==> config.mk <==
export PLATFORM = sky130hd
export DESIGN_NAME = dcache_port_arbiter
export DESIGN_NICKNAME = d
export VERILOG_FILES = /design/src/rtl/dcache_pkg.sv /design/src/rtl/dcache_port_arbiter.sv
export SDC_FILE = /design/constraint.sdc
export NUM_CORES = 1
export LEC_CHECK = 0
export ABC_CLOCK_PERIOD_IN_PS = 1400
export CAP_MARGIN = 20
export CORE_UTILIZATION = 44
export DETAILED_ROUTE_END_ITERATION = 7
export PLACE_DENSITY = 0.79
export SYNTH_ARGS = -nofsm -noshare
export SYNTH_HDL_FRONTEND = slang
export SYNTH_SLANG_ARGS = --single-unit
==> constraint.sdc <==
create_clock -name clk_i -period 1.4 [get_ports clk_i]
set_input_delay 0.14 -clock clk_i [delete_from_list [all_inputs] [get_ports clk_i]]
set_output_delay 0.14 -clock clk_i [all_outputs]
set_load 0.1 [all_outputs]
==> src/rtl/dcache_pkg.sv <==
`default_nettype none
`timescale 1ns/1ps
// +--------------------------------------------------------------------+
// | dcache_pkg: shared dcache types, port select enum, arbiter state.  |
// | Revision: 1.0                                                      |
// +--------------------------------------------------------------------+
package dcache_pkg;

   typedef enum logic [1:0] {
      PORT_PTW   = 2'd0,
      PORT_LOAD  = 2'd1,
      PORT_STORE = 2'd2
   } request_port_select_t;

   typedef enum logic [1:0] {
      ARB_IDLE    = 2'd0,
      ARB_REQUEST = 2'd1,
      ARB_BUSY    = 2'd2
   } dcache_arb_state_t;

   localparam int unsigned DCACHE_PTW_STARVE_LIMIT = 4;

endpackage
`default_nettype wire

==> src/rtl/dcache_port_arbiter.sv <==
`default_nettype none
`timescale 1ns/1ps
// +--------------------------------------------------------------------+
// | dcache_port_arbiter: PTW/LOAD/STORE arbiter toward the dcache      |
// | controller with PTW priority, starvation guard and kill handling.  |
// | Revision: 1.0                                                      |
// +--------------------------------------------------------------------+
module dcache_port_arbiter
   import dcache_pkg::*;
#(
   parameter int unsigned PTW_STARVE_LIMIT = DCACHE_PTW_STARVE_LIMIT
) (
   input  logic       clk_i,
   input  logic       rst_i,
   input  logic [2:0] port_req_i,
   input  logic [2:0] port_kill_i,
   output logic [2:0] port_gnt_o,
   output logic [2:0] port_rvalid_o,
   output logic       ctrl_req_o,
   output logic [1:0] ctrl_sel_o,
   input  logic       ctrl_gnt_i,
   input  logic       ctrl_done_i,
   output logic       busy_o
);

   localparam int unsigned CNT_W = (PTW_STARVE_LIMIT > 0) ? $clog2(PTW_STARVE_LIMIT + 1) : 1;
   localparam logic [CNT_W-1:0] STARVE_MAX = CNT_W'(PTW_STARVE_LIMIT);

   dcache_arb_state_t    state_q, state_d;
   request_port_select_t sel_q, sel_d;
   logic [CNT_W-1:0]     starve_q, starve_d;
   logic                 kill_q, kill_d;
   logic                 rr_store_q, rr_store_d;
   logic                 ls_req;

   // PTW wins unless starved and a load/store is actually waiting.
   function automatic request_port_select_t pick_winner(input logic [2:0] req,
                                                        input logic       starved,
                                                        input logic       rr_store);
      pick_winner = PORT_PTW;
      if (req[PORT_PTW] && !(starved && (req[PORT_LOAD] || req[PORT_STORE])))
         pick_winner = PORT_PTW;
      else if (req[PORT_LOAD] && req[PORT_STORE])
         pick_winner = rr_store ? PORT_STORE : PORT_LOAD;
      else if (req[PORT_STORE])
         pick_winner = PORT_STORE;
      else if (req[PORT_LOAD])
         pick_winner = PORT_LOAD;
   endfunction

   assign ls_req     = port_req_i[PORT_LOAD] | port_req_i[PORT_STORE];
   assign ctrl_sel_o = sel_q;

   always_ff @(posedge clk_i) begin
      if (rst_i) begin
         state_q    <= ARB_IDLE;
         sel_q      <= PORT_PTW;
         starve_q   <= '0;
         kill_q     <= 1'b0;
         rr_store_q <= 1'b0;
      end else begin
         state_q    <= state_d;
         sel_q      <= sel_d;
         starve_q   <= starve_d;
         kill_q     <= kill_d;
         rr_store_q <= rr_store_d;
      end
   end

   always_comb begin
      state_d    = state_q;
      sel_d      = sel_q;
      starve_d   = starve_q;
      kill_d     = kill_q;
      rr_store_d = rr_store_q;
      case (state_q)
         ARB_IDLE: begin
            if (|port_req_i) begin
               sel_d   = pick_winner(port_req_i, starve_q == STARVE_MAX, rr_store_q);
               state_d = ARB_REQUEST;
            end
         end
         ARB_REQUEST: begin
            // A grant in the same cycle as a kill still completes.
            if (ctrl_gnt_i) begin
               state_d = ARB_BUSY;
               if (sel_q == PORT_PTW) begin
                  if (ls_req && (starve_q != STARVE_MAX))
                     starve_d = starve_q + CNT_W'(1);
               end else begin
                  starve_d   = '0;
                  rr_store_d = (sel_q == PORT_LOAD);
               end
            end else if (port_kill_i[sel_q]) begin
               state_d = ARB_IDLE;
            end
         end
         ARB_BUSY: begin
            if (port_kill_i[sel_q])
               kill_d = 1'b1;
            if (ctrl_done_i) begin
               state_d = ARB_IDLE;
               kill_d  = 1'b0;
            end
         end
         default: state_d = ARB_IDLE;
      endcase
   end

   always_comb begin
      port_gnt_o    = '0;
      port_rvalid_o = '0;
      ctrl_req_o    = 1'b0;
      busy_o        = 1'b0;
      if (!rst_i) begin
         ctrl_req_o = (state_q == ARB_REQUEST);
         busy_o     = (state_q != ARB_IDLE);
         if ((state_q == ARB_REQUEST) && ctrl_gnt_i)
            port_gnt_o[sel_q] = 1'b1;
         if ((state_q == ARB_BUSY) && ctrl_done_i && !kill_q && !port_kill_i[sel_q])
            port_rvalid_o[sel_q] = 1'b1;
      end
   end

`ifndef SYNTHESIS
   a_req_held: assert property (@(posedge clk_i) disable iff (rst_i)
      ((state_q == ARB_REQUEST) && !port_kill_i[sel_q]) |-> port_req_i[sel_q])
      else $error("requester dropped port_req_i before grant");

   a_onehot: assert property (@(posedge clk_i)
      $onehot0(port_gnt_o) && $onehot0(port_rvalid_o))
      else $error("multiple grant or rvalid bits");
`endif

endmodule
`default_nettype wire

==> metrics.csv <==
metric;value;unit
Placed Cells;110;
Initial Utilization;47.31;%
Comb pwr share;40.0;%
I/O Pins;20;
CTS Hold Bufs;0;
drt wl/cell;17.81;µm
fraction of layout cells with a size suffix above 1;45.63;%
vias in the first global route;637;
placed inst area;0.001081;mm²
CTS tree;yes;
Clock Power Share;24.5;%
DIE AREA;0.001553;mm²
synthesized instance count;72;
grt total ovfl;0;
maximum vdd ir drop;604.5;µV
clk sinks;9;
FFs w/ async S/R, synth;0;%
Sequential Power Share;35.5;%
HP Start;rst_i;
Net Sw Frac;37.96;%
post-route ant nets;0;
CP required;1.26;ns
Vias/cell;6.305;
DRT Pass-1 Iters;4;
Total GRT Usage;28.67;%
antenna fix cells;0;
Worst-Margin Slew;0.3701;ns
WL final;2.101;mm
DIE WIDTH;39.41;µm
CTS buffer count;3;
period utilisation layout;107.2;%
crit path time final;1.501;ns
P&R area growth vs syn;88.62;%
relative slew slack;75.14;%
Design Power;849.5;µW
DRC viols;0;
PD cells;731.6;mW/mm²
Max Buffers Root-to-Sink;2;
CTS root buffer;clkbuf_4;
min-delay worst type;in -> reg;
CTS H-tree depth;1;
EDFF count, synth;0;
Max Cap Viol;0;
via count;744;
max-slew violation count;0;
synthesized cell area;615.6;µm²
Core ar.;0.001301;mm²
first-pass GRT wire length;2.898;mm
Net Switching;322.5;µW
Worst setup EP type;primary output;
Data arrival, critical path;1.36;ns
clk_skew;0.001410;ns
Site Rows;13;
Max Freq;0.6664;GHz
unique cell type count in the Yosys netlist;33;
post-route cell area;0.001161;mm²
Final WS setup;-0.1005;ns
RSZ-0062 raised after global routing;yes;
number of port buffers;19;
status;finished with violations;
Cell Count, Final, Fillers Out;118;
clock transition at the registers of the reported paths;0.06;ns
Int Pwr;527.0;µW
final hold violation count;0;
Finish-stage setup viols;6;
initial antenna violation count;0;
startpoint types;register;
Net count, final;116;
DP HPWL;1.223;mm
crit-path max FO;4;
Worst Path Class, Setup;reg -> out;
Top FF cell, synth;dfxtp_1;
Initial DRC Count;30;
largest net degree at the start of global routing;17;
FF-to-FF Start;starve_q[0];
Final Wtd Congestion;0.8041;
syn nets;84;
Crit. Startpoint;state_q[1];
Chip Height;39.41;µm
sequential fraction of the synthesis area;29.27;%
Synth warnings;0;
violated checks;negative setup slack;
Pleak;0.0004393;µW
flops & latches, synth;9;
mean post-synth cell area;8.550;µm²
Clock Latency Late Sink;0.27;ns
-- routing by layer --
layer	track usage (%)	up-vias	part of all wire [%]
li1	-	341	-
met3	5.114	6	6.3
met1	38.19	346	43
met5	0	-	0
met2	46.72	51	49
met4	7.759	0	1.2
-- cells by family (layout without fill, tap and decap cells) --
family	count (synthesis)	after routing	synth area share, %
AOI/OAI and AO/OA	20	20	24.39
adders and majority gates	2	2	4.064
buffers and inverters	9	40	6.097
DFF	9	9	29.27
muxes	1	1	1.626
and+or+nand+nor	31	31	34.55
-- state kept, by name (all words and copies together), names as in the netlist --
signal      flops
starve_q        3
state_q         2
kill_q          1
rr_store_q      1
ctrl_sel_o      2
-- area by class of cell --
| type | instances | area, µm² |
|---|---|---|
| clock buffer | 4 | 26.28 |
| fill | 60 | 140.1 |
| inverter | 5 | 18.77 |
| multi-input combinational | 54 | 503.0 |
| sequential | 9 | 195.2 |
| tap | 15 | 18.77 |
| timing repair buffer | 31 | 399.1 |
-- synth_stat cells, types with 2 or more instances --
master / number / area, µm²
inv_1: 5 / 18.77
nor3b_2: 2 / 25.02
o31ai_1: 3 / 22.52
ha_1: 2 / 25.02
nor3_1: 4 / 20.02
dfxtp_1: 9 / 180.2
nor3_2: 2 / 20.02
nand3b_1: 2 / 15.01
buf_2: 3 / 15.01
o2111ai_1: 2 / 17.52
nand4_1: 3 / 18.77
nor2_1: 5 / 18.77
nand2b_1: 4 / 25.02
nand2_1: 2 / 7.510
a21oi_1: 6 / 30.03
-- cells in the final DEF, fill, tap and decap left out, drive strengths merged, types with 2 or more instances in the layout --
cell type and n:
a21oi 6, buf 22, clkbuf 4, clkdlybuf4s50 8, dfxtp 9, ha 2
inv 5, nand2 2, nand2b 4, nand3 2, nand3b 2, nand4 3
nor2 5, nor3 6, nor3b 2, nor4 2, o2111ai 2, o31ai 3
-- worst paths after layout --
path | slack (ns) | cells after the start | endpoint
hold / removal | 0.32 | 3 | state_q[1]
hold reg to reg | 0.53 | 2 | starve_q[0]
setup reg to reg | 0.02 | 5 | starve_q[1]
setup / recovery | -0.10 | 4 | port_gnt_o[0]
-- what timing repair did --
item	in CTS	in global routing
endpoints found under the setup margin	7	7
resized for setup	3	4
hold endpoints to repair	0	0
setup buffers	4	0
pin swaps	2	2
-- power groups by stage --
stage	clock network (µW)	registers, µW	logic (µW)
detailed placement	0	308	302
global placement	0	308	298
floorplan	0	316	180
global route	216	302	353
finish	208	302	340
CTS	208	299	327
-- worst max-delay path: stages, from the launching register on --
cell,delay (ns)
dfxtp_4,0.35
nand3b_1,0.18
buf_6,0.16
nor4_4,0.18
buf_12,0.21
-- stage by stage --
step / worst slack, ns / setup TNS, ns / utilization, % / hold WS, ns
final: -0.1005 / -0.4351 / 89.23 / 0.3188
after floorplan: -0.5007 / -2.479 / - / 0.2839
after global placement: -0.1136 / -0.2889 / 83.08 / 0.4741
after CTS: -0.08756 / -0.4113 / 88.08 / 0.5157
after detailed placement: -0.1284 / -0.3720 / 83.08 / 0.4828
after global routing: -0.1278 / -0.6439 / 89.23 / 0.3448
(Power assumes the default switching activity.)
